**src/rtl/digit_entry_ctrl_if.sv**
```systemverilog
// Keypad-to-setpoint bundle: debounced button levels in, edited/committed BCD setpoint and LCD strobe out.
// The master side is the button/panel side; the slave side is the entry controller.
interface digit_entry_ctrl_if #(
  parameter int N_DIGITS = 3
);
  localparam int NUM_W = $clog2(N_DIGITS);

  logic                  Left;
  logic                  Right;
  logic                  Up;
  logic                  Down;
  logic                  Enter;
  logic [4*N_DIGITS-1:0] EditValue;
  logic [4*N_DIGITS-1:0] CommitValue;
  logic                  CommitValid;
  logic                  RangeErr;
  logic [NUM_W-1:0]      Num;
  logic                  LCD_Enable;
  logic [3:0]            LCD_Num;

  modport master (
    output Left, Right, Up, Down, Enter,
    input  EditValue, CommitValue, CommitValid, RangeErr, Num, LCD_Enable, LCD_Num
  );

  modport slave (
    input  Left, Right, Up, Down, Enter,
    output EditValue, CommitValue, CommitValid, RangeErr, Num, LCD_Enable, LCD_Num
  );
endinterface

```
**src/rtl/digit_entry_ctrl.sv**
```systemverilog
// N-digit BCD setpoint editor: cursor movement, wrap-around digit stepping with auto-repeat,
// range-clamped commit and a one-cycle LCD redraw strobe whenever the cursor or a digit changes.
module digit_entry_ctrl #(
  parameter int N_DIGITS     = 3,
  parameter int MIN_VAL      = 0,
  parameter int MAX_VAL      = 999,
  parameter int REPEAT_DELAY = 50,
  parameter int REPEAT_RATE  = 10
) (
  input  logic              sysclk,
  input  logic              INIT_n,
  digit_entry_ctrl_if.slave bus
);
  localparam int NUM_W   = $clog2(N_DIGITS);
  localparam int D_W     = 4 * N_DIGITS;
  localparam int VAL_W   = $clog2(10 ** N_DIGITS);
  localparam int CNT_MAX = (REPEAT_DELAY > REPEAT_RATE) ? REPEAT_DELAY : REPEAT_RATE;
  localparam int CNT_W   = $clog2(CNT_MAX + 1);

  localparam logic [1:0] S_IDLE   = 2'd0;
  localparam logic [1:0] S_HOLD   = 2'd1;
  localparam logic [1:0] S_REPEAT = 2'd2;
  localparam logic [1:0] S_COMMIT = 2'd3;

  localparam int B_DOWN  = 0;
  localparam int B_UP    = 1;
  localparam int B_RIGHT = 2;
  localparam int B_LEFT  = 3;
  localparam int B_ENTER = 4;

  localparam logic [NUM_W-1:0] NUM_LAST = NUM_W'(N_DIGITS - 1);

  function automatic logic [D_W-1:0] to_bcd(input int value);
    logic [D_W-1:0] r;
    int             v;
    r = '0;
    v = value;
    for (int i = 0; i < N_DIGITS; i++) begin
      r[4*i +: 4] = 4'(v % 10);
      v = v / 10;
    end
    return r;
  endfunction

  localparam logic [D_W-1:0] MIN_BCD = to_bcd(MIN_VAL);
  localparam logic [D_W-1:0] MAX_BCD = to_bcd(MAX_VAL);

  logic [1:0]       state_reg, state_next;
  logic [NUM_W-1:0] num_reg, num_next;
  logic [D_W-1:0]   edit_reg, edit_next;
  logic [D_W-1:0]   commit_reg, commit_next;
  logic             valid_reg, valid_next;
  logic             err_reg, err_next;
  logic             lcd_en_reg, lcd_en_next;
  logic [CNT_W-1:0] cnt_reg, cnt_next;
  logic             dir_reg, dir_next;   // 1 = Up is the key being repeated
  logic [4:0]       prev_reg;

  logic [4:0]       btn;
  logic [4:0]       rise;
  logic [3:0]       digit [N_DIGITS];
  logic [VAL_W-1:0] partial [N_DIGITS+1];
  logic [VAL_W-1:0] edit_val;
  logic             over, under;
  logic [3:0]       cur_digit, inc_digit, dec_digit;
  logic [D_W-1:0]   edit_up, edit_down;
  logic [NUM_W-1:0] num_left, num_right;
  logic [CNT_W-1:0] cnt_inc, cnt_limit;
  logic             held_same, held_other, do_commit;

  assign btn  = {bus.Enter, bus.Left, bus.Right, bus.Up, bus.Down};
  assign rise = btn & ~prev_reg;

  // Weighted BCD-to-binary sum, one adder stage per digit.
  assign partial[0] = '0;
  for (genvar gi = 0; gi < N_DIGITS; gi++) begin : g_digit
    assign digit[gi]         = edit_reg[4*gi +: 4];
    assign partial[gi+1]     = partial[gi] + VAL_W'(digit[gi]) * VAL_W'(10 ** gi);
    assign edit_up[4*gi +: 4]   = (num_reg == NUM_W'(gi)) ? inc_digit : digit[gi];
    assign edit_down[4*gi +: 4] = (num_reg == NUM_W'(gi)) ? dec_digit : digit[gi];
  end
  assign edit_val = partial[N_DIGITS];

  assign over = edit_val > VAL_W'(MAX_VAL);
  if (MIN_VAL == 0) begin : g_no_min
    assign under = 1'b0;
  end else begin : g_min
    assign under = edit_val < VAL_W'(MIN_VAL);
  end

  assign cur_digit = digit[num_reg];
  assign inc_digit = (cur_digit == 4'd9) ? 4'd0 : cur_digit + 4'd1;
  assign dec_digit = (cur_digit == 4'd0) ? 4'd9 : cur_digit - 4'd1;
  assign num_left  = (num_reg == NUM_LAST) ? '0 : num_reg + 1'b1;
  assign num_right = (num_reg == '0) ? NUM_LAST : num_reg - 1'b1;

  assign cnt_inc    = cnt_reg + 1'b1;
  assign cnt_limit  = (state_reg == S_HOLD) ? CNT_W'(REPEAT_DELAY) : CNT_W'(REPEAT_RATE);
  assign held_same  = dir_reg ? btn[B_UP] : btn[B_DOWN];
  assign held_other = dir_reg ? btn[B_DOWN] : btn[B_UP];

  always_comb begin
    state_next  = state_reg;
    num_next    = num_reg;
    edit_next   = edit_reg;
    commit_next = commit_reg;
    cnt_next    = cnt_reg;
    dir_next    = dir_reg;
    valid_next  = 1'b0;
    err_next    = 1'b0;
    do_commit   = 1'b0;

    case (state_reg)
      S_IDLE: begin
        if (rise[B_ENTER]) begin
          do_commit = 1'b1;
        end else if (rise[B_LEFT] || rise[B_RIGHT]) begin
          // A cursor edge consumes the cycle even when Left and Right cancel out.
          if (rise[B_LEFT] && !btn[B_RIGHT]) begin
            num_next = num_left;
          end else if (rise[B_RIGHT] && !btn[B_LEFT]) begin
            num_next = num_right;
          end
        end else if (rise[B_UP] && !btn[B_DOWN]) begin
          edit_next  = edit_up;
          dir_next   = 1'b1;
          cnt_next   = '0;
          state_next = S_HOLD;
        end else if (rise[B_DOWN] && !btn[B_UP]) begin
          edit_next  = edit_down;
          dir_next   = 1'b0;
          cnt_next   = '0;
          state_next = S_HOLD;
        end
      end
      S_HOLD, S_REPEAT: begin
        if (rise[B_ENTER]) begin
          do_commit = 1'b1;
        end else if (held_other || !held_same) begin
          state_next = S_IDLE;
          cnt_next   = '0;
        end else begin
          cnt_next = cnt_inc;
          if (cnt_inc == cnt_limit) begin
            edit_next  = dir_reg ? edit_up : edit_down;
            cnt_next   = '0;
            state_next = S_REPEAT;
          end
        end
      end
      default: begin
        state_next = S_IDLE;
      end
    endcase

    if (do_commit) begin
      state_next = S_COMMIT;
      cnt_next   = '0;
      valid_next = 1'b1;
      if (over) begin
        commit_next = MAX_BCD;
        edit_next   = MAX_BCD;
        err_next    = 1'b1;
      end else if (under) begin
        commit_next = MIN_BCD;
        edit_next   = MIN_BCD;
        err_next    = 1'b1;
      end else begin
        commit_next = edit_reg;
      end
    end
  end

  assign lcd_en_next = (edit_next != edit_reg) || (num_next != num_reg);

  always_ff @(posedge sysclk or negedge INIT_n) begin
    if (!INIT_n) begin
      state_reg  <= S_IDLE;
      num_reg    <= '0;
      edit_reg   <= '0;
      commit_reg <= '0;
      valid_reg  <= 1'b0;
      err_reg    <= 1'b0;
      lcd_en_reg <= 1'b0;
      cnt_reg    <= '0;
      dir_reg    <= 1'b0;
      prev_reg   <= '1;   // a button already held at reset release is not an edge
    end else begin
      state_reg  <= state_next;
      num_reg    <= num_next;
      edit_reg   <= edit_next;
      commit_reg <= commit_next;
      valid_reg  <= valid_next;
      err_reg    <= err_next;
      lcd_en_reg <= lcd_en_next;
      cnt_reg    <= cnt_next;
      dir_reg    <= dir_next;
      prev_reg   <= btn;
    end
  end

  assign bus.EditValue   = edit_reg;
  assign bus.CommitValue = commit_reg;
  assign bus.CommitValid = valid_reg;
  assign bus.RangeErr    = err_reg;
  assign bus.Num         = num_reg;
  assign bus.LCD_Enable  = lcd_en_reg;
  assign bus.LCD_Num     = digit[num_reg];
endmodule

```
**src/flat_wrapper.sv**
```systemverilog
// flat-port wrapper written by rule: the top's interface ports become plain ports
module digit_entry_ctrl_flat 
#(
  parameter int N_DIGITS     = 3,
  parameter int MIN_VAL      = 0,
  parameter int MAX_VAL      = 999,
  parameter int REPEAT_DELAY = 50,
  parameter int REPEAT_RATE  = 10
)
  (sysclk, INIT_n, bus_Left, bus_Right, bus_Up, bus_Down, bus_Enter, bus_EditValue, bus_CommitValue, bus_CommitValid, bus_RangeErr, bus_Num, bus_LCD_Enable, bus_LCD_Num);
  digit_entry_ctrl_if #(.N_DIGITS(N_DIGITS)) bus_i ();
  input  logic sysclk;
  input  logic INIT_n;
  input wire logic [$bits(bus_i.Left)-1:0] bus_Left;
  input wire logic [$bits(bus_i.Right)-1:0] bus_Right;
  input wire logic [$bits(bus_i.Up)-1:0] bus_Up;
  input wire logic [$bits(bus_i.Down)-1:0] bus_Down;
  input wire logic [$bits(bus_i.Enter)-1:0] bus_Enter;
  output wire logic [$bits(bus_i.EditValue)-1:0] bus_EditValue;
  output wire logic [$bits(bus_i.CommitValue)-1:0] bus_CommitValue;
  output wire logic [$bits(bus_i.CommitValid)-1:0] bus_CommitValid;
  output wire logic [$bits(bus_i.RangeErr)-1:0] bus_RangeErr;
  output wire logic [$bits(bus_i.Num)-1:0] bus_Num;
  output wire logic [$bits(bus_i.LCD_Enable)-1:0] bus_LCD_Enable;
  output wire logic [$bits(bus_i.LCD_Num)-1:0] bus_LCD_Num;
  assign bus_i.Left = bus_Left;
  assign bus_i.Right = bus_Right;
  assign bus_i.Up = bus_Up;
  assign bus_i.Down = bus_Down;
  assign bus_i.Enter = bus_Enter;
  assign bus_EditValue = bus_i.EditValue;
  assign bus_CommitValue = bus_i.CommitValue;
  assign bus_CommitValid = bus_i.CommitValid;
  assign bus_RangeErr = bus_i.RangeErr;
  assign bus_Num = bus_i.Num;
  assign bus_LCD_Enable = bus_i.LCD_Enable;
  assign bus_LCD_Num = bus_i.LCD_Num;
  digit_entry_ctrl #(.N_DIGITS(N_DIGITS), .MIN_VAL(MIN_VAL), .MAX_VAL(MAX_VAL), .REPEAT_DELAY(REPEAT_DELAY), .REPEAT_RATE(REPEAT_RATE)) u_core (.sysclk(sysclk), .INIT_n(INIT_n), .bus(bus_i));
endmodule
```
**config.mk**
```make
export PLATFORM = sky130hd
export DESIGN_NAME = digit_entry_ctrl_flat
export DESIGN_NICKNAME = d
export VERILOG_FILES = /design/src/rtl/digit_entry_ctrl_if.sv /design/src/rtl/digit_entry_ctrl.sv /design/src/flat_wrapper.sv
export SDC_FILE = /design/constraint.sdc
export NUM_CORES = 1
export LEC_CHECK = 0
export CORE_UTILIZATION = 25
export CTS_CLUSTER_DIAMETER = 60
export CTS_CLUSTER_SIZE = 28
export DETAILED_ROUTE_END_ITERATION = 8
export GPL_TIMING_DRIVEN = 0
export PLACE_DENSITY = 0.48
export SYNTH_ARGS = -nofsm -noshare
export SYNTH_HDL_FRONTEND = slang
export SYNTH_SLANG_ARGS = --single-unit
```
**constraint.sdc**
```tcl
create_clock -name sysclk -period 11.7 [get_ports sysclk]
set_clock_uncertainty 0.05 [all_clocks]
set_input_delay 2.34 -clock sysclk [delete_from_list [all_inputs] [get_ports sysclk]]
set_output_delay 2.34 -clock sysclk [all_outputs]
set_load 0.01 [all_outputs]
```
==> summary.md, run 1 <==
| Metric | Value |
|---|---|
| Status | `complete, no violations` |
| CTS tree | `built` |
| Area of the multi-input gates | `2940 µm²` |
| CP Capture Type | `flip-flop` |
| Initial Util | `25.7%` |
| Max-slew violation count | `0` |
| Final Core Density | `31.0%` |
| Max clock buf depth | `2` |
| Root buffer cell | `clkbuf_16` |
| Congestion Overflow GR | `0` |
| CTS resizes | `0` |
| PnR Total Power | `1230 µW` |
| # DRC | `0` |
| Clk Latency, worst-skew pair | `290 ps` |
| Std-Cell Rows | `47` |
| First-pass GRT wire length | `23.5 mm` |
| Commonest cells post-synth | `nand2_1, dfrtp_1, inv_1` |
| Layout overhead on the synthesized area | `20.4%` |
| Final net count | `611` |
| Kind of critical path | `in2reg` |
| Setup Fix Bufs, Post-CTS | `0` |
| Final period demand of the worst path | `5810 ps` |
| Crit share post-route | `49.6%` |
| CORE AREA | `16,600 µm²` |
| Seq/Total Area, Yosys | `25.3%` |
| Hold Buf Count CTS | `0` |
| Clock Pin Slew Worst Setup and Hold Paths | `70 ps` |
| I/O pin cnt | `40` |
| H-Tree Level Count | `2` |
| RSZ-0062 raised after global routing | `false` |
| Vias in the first global route | `4,166` |
| N_diodes | `0` |
| Routability cong. | `0.939` |
| HP Class | `reg2reg` |
| Post-synth top area share | `22.2%` |
| DRT Pass-1 Iters | `4` |
| Final Setup Violations | `0` |
| Post-synthesis cell count | `518` |
| VDD IR max | `0.0000690 V` |
| Power Density | `238 nW/µm²` |
| Flop and latch count out of synthesis | `43` |
| Fmax | `0.172 GHz` |
| Die H | `133 µm` |
| Die Area | `17,600 µm²` |
| Layout cell share with drive strength beyond 1 | `7.60%` |
| CP Max Fanout | `10` |
| Initial drt markers | `223` |
| Vias | `4,269` |
| Tot GR Track Use | `17.0%` |
| Required time of the critical path | `11,800 ps` |
| Post-synth EDFFs | `0` |
| Ys async rst share | `100%` |
| Count leader, synth | `nand2_1` |
| Vias/cell | `5.43` |
| Syn Nets | `564` |
| Fillers | `1,795` |
| Synth Cell Area | `4280 µm²` |
| Routed len/inst | `18.9 µm` |
| Slew margin rel. | `26.8%` |
| CP Data Arrival Time | `5910 ps` |
| CTS Buf Count | `5` |
| Top FF cell, synth | `dfrtp_1` |
| Wirelength, routed | `14.9 mm` |
| PortBufs | `39` |
| Max Cap Viol | `0` |
| Post-DP HPWL | `11.4 mm` |
| Main area contributors after synthesis | `dfrtp_1, ha_1, a21oi_1` |
| Worst setup SP type | `primary input` |
| Setup TNS | `0 ps` |
| Worst slew pin tran | `1090 ps` |
| Yosys top cell by area | `dfrtp_1` |
| Pin count of the biggest net entering global routing | `33` |
| Sequential cell area | `1080 µm²` |
| Mean post-synth cell area | `8.26 µm²` |
| Antenna Violating Nets Remaining | `0` |
| Die W | `133 µm` |
| Final hold vios | `0` |
| Distinct cells, synth | `81` |
| Synth warnings | `0` |
| Leak Pwr | `0.00206 µW` |
| Initial antenna violation count | `0` |
| Clk sinks | `43` |
## worst max-delay path, cell delays in order
cell             delay (ps)
clkdlybuf4s50_1         600
or3b_1                  430
a2111oi_0               920
clkbuf_1                510
nand2_1                 140
nand2b_1                100
a32oi_1                 160
a32o_1                  310
nor4_2                  250
nand4_1                 130
## layout make-up
cell class	instances	area share [%]
Clock buffer	5	2.43
Tap cell	220	5.34
Multi-Input combinational cell	408	57.1
Timing Repair Buffer	40	7.87
Sequential cell	43	21.0
Clock inverter	3	1.31
Buffer	27	2.04
Inverter	40	2.91
## cells by family (layout without fill, tap and decap cells)
kind of cell	count (synthesis)	count (layout)	share of synthesized area, %
AO/OA/AOI/OAI	175	175	29.1
AND/OR/NAND/NOR	168	168	21.8
XOR/XNOR	15	15	3.07
adder cells (fa/ha/maj)	39	39	12.1
multiplexers	11	11	2.69
flip-flops	43	43	25.3
buffers and inverters	67	115	5.96
## routing by layer
metal  routed length [µm]  share of wire (%)  up-vias  track usage, %
met5                    0                  0        -               0
met4                  344                2.3        0            4.53
met3                  718                4.8       26            2.49
met2                 7000                 47      122            28.7
met1                 6790                 46     2078            22.5
li1                     -                  -     2043               -
## per-stage QoR
stage	instance area [µm²]	cells	hold slack (ps)	worst slack, ps
3_3_place_gp	4940	777	414	5520
5_1_grt	5150	786	449	5720
2_1_floorplan	4280	518	426	6860
3_5_place_dp	4960	778	420	5580
4_1_cts	5150	786	435	5870
6_report	5150	786	427	5890
## power by group
group          total, µW  internal [µW]  switching [µW]  leakage [µW]
clock                183            122            60.8     0.0000900
combinational        780            308             472       0.00142
sequential           262            193            69.0      0.000550
total               1230            623             602       0.00206
## final timing paths
| check | startpoint | endpoint | slack [ps] | cells past startpoint |
|---|---|---|---|---|
| max | bus_Up | u_core.bus.LCD_Enable$_DFF_PN0_ | 5890 | 10 |
| min | u_core.bus.CommitValue[6]$_DFFE_PN0P_ | u_core.bus.CommitValue[6]$_DFFE_PN0P_ | 430 | 2 |
| max reg2reg | u_core.bus.EditValue[5]$_DFF_PN0_ | u_core.bus.LCD_Enable$_DFF_PN0_ | 6470 | 17 |
| min reg2reg | u_core.bus.CommitValue[6]$_DFFE_PN0P_ | u_core.bus.CommitValue[6]$_DFFE_PN0P_ | 430 | 2 |
| max in group asynchronous | INIT_n | u_core.bus.EditValue[8]$_DFF_PN0_ | 9260 | 2 |
| min in group asynchronous | INIT_n | u_core.cnt_reg[0]$_DFFE_PN0P_ | 1880 | 1 |
## layout by cell type, fill, tap and decap left out, types with 4 or more instances in the layout
cell	instances
o22ai_1	5
inv_1	38
clkdlybuf4s50_1	38
a211oi_1	6
nand2_1	43
fa_1	4
a21oi_1	34
nand3b_1	4
a2111oi_0	4
nor2_1	29
dfrtp_1	38
clkbuf_16	5
nor2b_1	7
nand3_1	16
nand4_1	5
nor3_1	8
mux2i_1	7
a31oi_1	5
a22o_1	5
o22a_1	8
a2bb2oi_1	6
and2_1	6
dfstp_2	5
xnor2_1	8
a21o_1	6
o21ai_0	34
xor2_1	7
mux2_2	4
o31ai_1	7
nand2b_1	8
a221oi_1	5
and3_1	6
clkbuf_1	25
nor4_1	6
ha_1	35
o211ai_1	10
(Power assumes the default switching activity.)
==> run 2: changes to the inputs <==
PLACE_DENSITY = 0.5   (was 0.48)
clock period = 5.3 ns   (was 11.7 ns; I/O delays follow)
==> summary.md, run 2 (synthesis gave the netlist of run 1 again) <==
| Metric | Value |
|---|---|
| Status | `complete, no violations (unchanged)` |
| Sequential share of power | `22.1% (was 21.4%)` |
| Fillers | `1,799 (was 1,795)` |
| Die W | `133 µm (unchanged)` |
| Vias in the first global route | `4,188 (was 4,166)` |
| Setup TNS | `0 ps (unchanged)` |
| Initial antenna violation count | `0 (unchanged)` |
| Die H | `133 µm (unchanged)` |
| Wirelength, routed | `14.9 mm (about the same)` |
| Max Cap Viol | `0 (unchanged)` |
| Slew margin rel. | `26.5% (was 26.8%)` |
| Leak Pwr | `0.00203 µW (was 0.00206 µW)` |
| Setup Fix Bufs, Post-CTS | `0 (unchanged)` |
| HP Class | `reg2reg (unchanged)` |
| H-Tree Level Count | `2 (unchanged)` |
| Fmax | `0.198 GHz` |
| CP Max Fanout | `9 (was 10)` |
| Std-Cell Rows | `47 (unchanged)` |
| Vias/cell | `5.59 (was 5.43)` |
| RSZ-0062 raised after global routing | `false (unchanged)` |
| VDD IR max | `0.000164 V (was 0.0000690 V)` |
| Root buffer cell | `clkbuf_16 (unchanged)` |
| CTS Buf Count | `5 (unchanged)` |
| Clk Latency, worst-skew pair | `300 ps (was 290 ps)` |
| Worst path max stage delay | `550 ps (was 920 ps)` |
| Sw Pwr | `1330 µW (was 602 µW)` |
| CP max-delay cell | `or4_1 (was a2111oi_0)` |
| Kind of critical path | `reg2reg (was in2reg)` |
| Post-DP HPWL | `11.3 mm (was 11.4 mm)` |
| Final Setup Violations | `0 (unchanged)` |
| Worst slew pin tran | `1090 ps (about the same)` |
| Routability cong. | `0.901 (was 0.939)` |
| N_diodes | `0 (unchanged)` |
| Initial drt markers | `326 (was 223)` |
| Power Density | `511 nW/µm² (was 238 nW/µm²)` |
| Tot GR Track Use | `17.2% (was 17.0%)` |
| Post-route cell area | `5130 µm² (was 5150 µm²)` |
| PortBufs | `39 (unchanged)` |
| Required time of the critical path | `5410 ps (was 11,800 ps)` |
| First-pass GRT wire length | `23.6 mm (was 23.5 mm)` |
| Congestion Overflow GR | `0 (unchanged)` |
| Most common cell after layout, fill and taps aside | `nand2_1 (unchanged)` |
| Comb pwr share | `65.8% (was 63.7%)` |
| Worst-path cell chain | `ha_1 > ha_1 > fa_1 > xor2_1 > o2111ai_1 > xor2_1 > ha_1 > a41oi_1 > xnor2_1 > xnor2_2 > nor2_1 > nand2_2 > inv_1 > a211oi_2 > o211ai_1 > or4_1 > nor4_2 > nand4_1 (was clkdlybuf4s50_1 > or3b_1 > a2111oi_0 > clkbuf_1 > nand2_1 > nand2b_1 > a32oi_1 > a32o_1 > nor4_2 > nand4_1)` |
| Pin count of the biggest net entering global routing | `31 (was 33)` |
| Antenna Violating Nets Remaining | `0 (unchanged)` |
| Initial Util | `25.7% (unchanged)` |
| CTS tree | `built (unchanged)` |
| Most frequent cells in the layout | `nand2_1, inv_1, clkdlybuf4s50_1, ha_1, dfrtp_1 (was nand2_1, inv_1, clkdlybuf4s50_1, dfrtp_1, ha_1)` |
| Routed len/inst | `19.0 µm (was 18.9 µm)` |
| Layout cell share with drive strength beyond 1 | `8.83% (was 7.60%)` |
| Clk sinks | `43 (unchanged)` |
| # DRC | `0 (unchanged)` |
| CORE AREA | `16,600 µm² (unchanged)` |
| Clock power share | `12.1% (was 14.9%)` |
| Max clock buf depth | `2 (unchanged)` |
| Final hold vios | `0 (unchanged)` |
| Final net count | `611 (unchanged)` |
| DRT Pass-1 Iters | `7 (was 4)` |
| Most frequent cell on the critical path | `ha_1` |
| Clock Pin Slew Worst Setup and Hold Paths | `70 ps (about the same)` |
| CP Capture Type | `flip-flop (unchanged)` |
| Crit share post-route | `95.5%` |
| Cell internal pwr | `1280 µW (was 623 µW)` |
| DP Area | `4960 µm² (unchanged)` |
| Layout overhead on the synthesized area | `19.9% (was 20.4%)` |
| Final period demand of the worst path | `5060 ps` |
| I/O pin cnt | `40 (unchanged)` |
| Vias | `4,390 (was 4,269)` |
| CP Data Arrival Time | `5170 ps (was 5910 ps)` |
| Die Area | `17,600 µm² (unchanged)` |
| Switching Share | `51.0% (was 49.1%)` |
| Worst setup SP type | `flip-flop (was primary input)` |
| Max-slew violation count | `0 (unchanged)` |
## run 2: timing repair
item                                    4_1_cts  5_1_grt
gates resized for setup                       2        6
pin swaps                                     0        0
endpoints found under the setup margin        1        1
hold buffers                                  0        0
## run 2: power by group through the flow
stage          combinational (µW)  clock, µW  sequential, µW
2_1_floorplan                1090          0             563
3_3_place_gp                 1680          0             581
3_5_place_dp                 1700          0             585
4_1_cts                      1700        332             580
5_1_grt                      1880        343             595
6_report                     1720        318             578
## run 2: final cells by class
cell class,count,area [µm²],area share (%)
Clock inverter,3,23.8,0.463
Buffer,27,106,2.07
Clock buffer,5,125,2.44
Timing Repair Buffer,40,405,7.90
Multi-Input combinational cell,408,2960,57.7
Inverter,40,150,2.93
Tap cell,220,275,5.37
Sequential cell,43,1090,21.2
## run 2: critical path: cells and delay by family (launching register included)
kind                     cells  cell delay [ps]
AO/OA/AOI/OAI                4              860
XOR/XNOR                     4              870
adder cells (fa/ha/maj)      4             1260
buffers and inverters        1              140
flip-flops                   1              520
AND/OR/NAND/NOR              5             1190
## run 2: worst paths after layout
| kind | startpoint | slack [ps] | cells past startpoint | end |
|---|---|---|---|---|
| worst min-delay path | u_core.bus.CommitValue[6]$_DFFE_PN0P_ | 430 | 2 | u_core.bus.CommitValue[6]$_DFFE_PN0P_ |
| min in group asynchronous | INIT_n | 620 | 1 | u_core.cnt_reg[3]$_DFFE_PN0P_ |
| worst min register to register | u_core.bus.CommitValue[6]$_DFFE_PN0P_ | 430 | 2 | u_core.bus.CommitValue[6]$_DFFE_PN0P_ |
| worst max register to register | u_core.bus.EditValue[5]$_DFF_PN0_ | 240 | 18 | u_core.bus.LCD_Enable$_DFF_PN0_ |
| worst max-delay path | u_core.bus.EditValue[5]$_DFF_PN0_ | 240 | 18 | u_core.bus.LCD_Enable$_DFF_PN0_ |
| max in group asynchronous | INIT_n | 4100 | 2 | u_core.bus.EditValue[7]$_DFF_PN0_ |
## run 2: per-layer routing
layer | global-route usage [%] | vias to the layer above | wire length (µm)
met5 | 0 | - | 0
met4 | 6.45 | 0 | 426
met3 | 3.91 | 31 | 907
met2 | 27.2 | 156 | 6840
met1 | 22.8 | 2154 | 6760
li1 | - | 2049 | -
## run 2: through the flow
| step | setup WS, ps | std cells | util, % | total power (µW) | hold slack, ps |
|---|---|---|---|---|---|
| floorplan | 1040 | 518 | - | 1650 | 426 |
| global placement | 78.2 | 777 | 29.7 | 2260 | 413 |
| detailed placement | 44.9 | 778 | 29.8 | 2280 | 421 |
| CTS | 24.2 | 786 | 30.7 | 2620 | 434 |
| global route | 47.7 | 786 | 30.8 | 2820 | 461 |
| finish | 241 | 786 | 30.8 | 2620 | 429 |
==> run 3: changes to the inputs <==
PLACE_DENSITY = default   (was 0.5)
PLACE_DENSITY_LB_ADDON = 0.05   (was default)
==> summary.md, run 3 (synthesis gave the netlist of run 1 again) <==
| Metric | Value |
|---|---|
| Die H | `133 µm (unchanged)` |
| Most common cell after layout, fill and taps aside | `nand2_1 (unchanged)` |
| Status | `complete, no violations (unchanged)` |
| DP Area | `4960 µm² (unchanged)` |
| Congestion Overflow GR | `0 (unchanged)` |
| RSZ-0062 raised after global routing | `false (unchanged)` |
| Tot GR Track Use | `18.4% (was 17.2%)` |
| PnR Total Power | `2690 µW (was 2620 µW)` |
| Final net count | `611 (unchanged)` |
| Worst slew pin tran | `1180 ps (was 1090 ps)` |
| Final period demand of the worst path | `4990 ps (was 5060 ps)` |
| I/O pin cnt | `40 (unchanged)` |
| VDD IR max | `0.000194 V (was 0.000164 V)` |
| Layout cell share with drive strength beyond 1 | `9.01% (was 8.83%)` |
| Clk sinks | `43 (unchanged)` |
| Initial antenna violation count | `0 (unchanged)` |
| Routability cong. | `0.871 (was 0.901)` |
| Final Setup Violations | `0 (unchanged)` |
| Required time of the critical path | `5400 ps (was 5410 ps)` |
| FF-to-FF Start | `u_core.bus.EditValue[5]$_DFF_PN0_ (unchanged)` |
| Vias in the first global route | `4,206 (was 4,188)` |
| Crit share post-route | `94.1% (was 95.5%)` |
| Final hold vios | `0 (unchanged)` |
| Kind of critical path | `reg2reg (unchanged)` |
| GR Util met3 | `2.72% (was 3.91%)` |
| Clk Latency, worst-skew pair | `300 ps (about the same)` |
| HP Class | `reg2reg (unchanged)` |
| Hold path startpoint | `u_core.bus.CommitValue[6]$_DFFE_PN0P_ (unchanged)` |
| CP Max Fanout | `9 (unchanged)` |
| Max Cap Viol | `0 (unchanged)` |
| # DRC | `0 (unchanged)` |
| Max-slew violation count | `0 (unchanged)` |
| Clock Pin Slew Worst Setup and Hold Paths | `70 ps (about the same)` |
| Routed len/inst | `20.2 µm (was 19.0 µm)` |
| Std-Cell Rows | `47 (unchanged)` |
| Vias | `4,277 (was 4,390)` |
| Root buffer cell | `clkbuf_16 (unchanged)` |
| Fmax | `0.201 GHz (was 0.198 GHz)` |
| Most frequent cells in the layout | `nand2_1, inv_1, clkdlybuf4s50_1, ha_1, dfrtp_1 (unchanged)` |
| First-pass GRT wire length | `24.8 mm (was 23.6 mm)` |
| Initial Util | `25.7% (unchanged)` |
| N_diodes | `0 (unchanged)` |
| Setup TNS | `0 ps (unchanged)` |
| Worst-path cell chain | `ha_1 > ha_1 > fa_1 > xor2_2 > o2111ai_1 > xor2_1 > ha_1 > a41oi_1 > xnor2_1 > xnor2_2 > nor2_1 > nand2_2 > inv_1 > a211oi_2 > o211ai_1 > or4_1 > nor4_2 > nand4_1 (was ha_1 > ha_1 > fa_1 > xor2_1 > o2111ai_1 > xor2_1 > ha_1 > a41oi_1 > xnor2_1 > xnor2_2 > nor2_1 > nand2_2 > inv_1 > a211oi_2 > o211ai_1 > or4_1 > nor4_2 > nand4_1)` |
| Pin count of the biggest net entering global routing | `33 (was 31)` |
| PortBufs | `39 (unchanged)` |
| CTS Buf Count | `5 (unchanged)` |
| CORE AREA | `16,600 µm² (unchanged)` |
| Hold Buf Count CTS | `0 (unchanged)` |
| Slew margin rel. | `20.8% (was 26.5%)` |
| Post-route cell area | `5160 µm² (was 5130 µm²)` |
| Crit path from | `u_core.bus.EditValue[5]$_DFF_PN0_ (unchanged)` |
| Leak Pwr | `0.00205 µW (was 0.00203 µW)` |
| CP Capture Type | `flip-flop (unchanged)` |
| M2 GR Usage | `30.3% (was 27.2%)` |
| Worst setup SP type | `flip-flop (unchanged)` |
| Met1 GRT Util | `24.7% (was 22.8%)` |
| Post-DP HPWL | `12.1 mm (was 11.3 mm)` |
| Initial drt markers | `223 (was 326)` |
| DRT Pass-1 Iters | `5 (was 7)` |
| H-Tree Level Count | `2 (unchanged)` |
| Die W | `133 µm (unchanged)` |
| Layout overhead on the synthesized area | `20.6% (was 19.9%)` |
| Fillers | `1,799 (unchanged)` |
| Most frequent cell on the critical path | `ha_1 (unchanged)` |
| Worst path max stage delay | `550 ps (about the same)` |
| CP Data Arrival Time | `5080 ps (was 5170 ps)` |
| Power Density | `521 nW/µm² (was 511 nW/µm²)` |
| Grt peak-use layer | `met2 (unchanged)` |
| Vias/cell | `5.44 (was 5.59)` |
| Max clock buf depth | `2 (unchanged)` |
| Die Area | `17,600 µm² (unchanged)` |
| Antenna Violating Nets Remaining | `0 (unchanged)` |
| Wirelength, routed | `15.9 mm (was 14.9 mm)` |
| CTS tree | `built (unchanged)` |
| CP max-delay cell | `or4_1 (unchanged)` |
[run 3: worst paths after layout]
path | endpoint | slack (ps) | cells past startpoint
hold reg to reg | u_core.bus.CommitValue[6]$_DFFE_PN0P_ | 430 | 2
setup / recovery | u_core.bus.LCD_Enable$_DFF_PN0_ | 310 | 18
max in group asynchronous | u_core.bus.EditValue[7]$_DFF_PN0_ | 4080 | 2
hold / removal | u_core.bus.CommitValue[6]$_DFFE_PN0P_ | 430 | 2
setup reg to reg | u_core.bus.LCD_Enable$_DFF_PN0_ | 310 | 18
min in group asynchronous | u_core.bus.EditValue[2]$_DFF_PN0_ | 620 | 1
[run 3: stage by stage]
step / setup WS [ps] / instances / utilization (%) / hold slack [ps]
2_1_floorplan: 1040 / 518 / - / 426
3_3_place_gp: -255 / 777 / 29.7 / 413
3_5_place_dp: -122 / 778 / 29.8 / 423
4_1_cts: 118 / 786 / 30.9 / 438
5_1_grt: 23.1 / 786 / 31.0 / 474
6_report: 314 / 786 / 31.0 / 434
[run 3: worst max-delay path: cells and delay by family, from the launching register on]
family                   cells  cell delay (ps)
AND/OR/NAND/NOR              5             1300
adder cells (fa/ha/maj)      4             1290
XOR/XNOR                     4              770
AO/OA/AOI/OAI                4              770
flip-flops                   1              510
buffers and inverters        1              130
[run 3: where the power goes]
| group | switching, µW | internal, µW | leakage (µW) |
|---|---|---|---|
| clock | 134 | 235 | 0.0000868 |
| combinational | 1050 | 682 | 0.00142 |
| sequential | 158 | 427 | 0.000545 |
[run 3: per-layer routing]
metal,vias to the layer above,part of all wire (%)
li1,2047,-
met1,2093,46
met2,116,47
met3,21,4.4
met4,0,1.9
met5,-,0
[run 3: cell type report]
class	count	area (µm²)	share of cell area (%)
plain buffers	27	106	2.06
clock buffers	6	139	2.69
clock inverters	2	35.0	0.679
inverters	40	150	2.91
multi-input cells	408	2970	57.4
flip-flops and latches	43	1090	21.0
well taps	220	275	5.33
repair buffers	40	405	7.85
[run 3: repair_timing]
item,4_1_cts,5_1_grt
cloned,0,0
buffers inserted,0,0
setup endpoints to repair,1,1
pin swaps,0,0
resized for setup,6,2
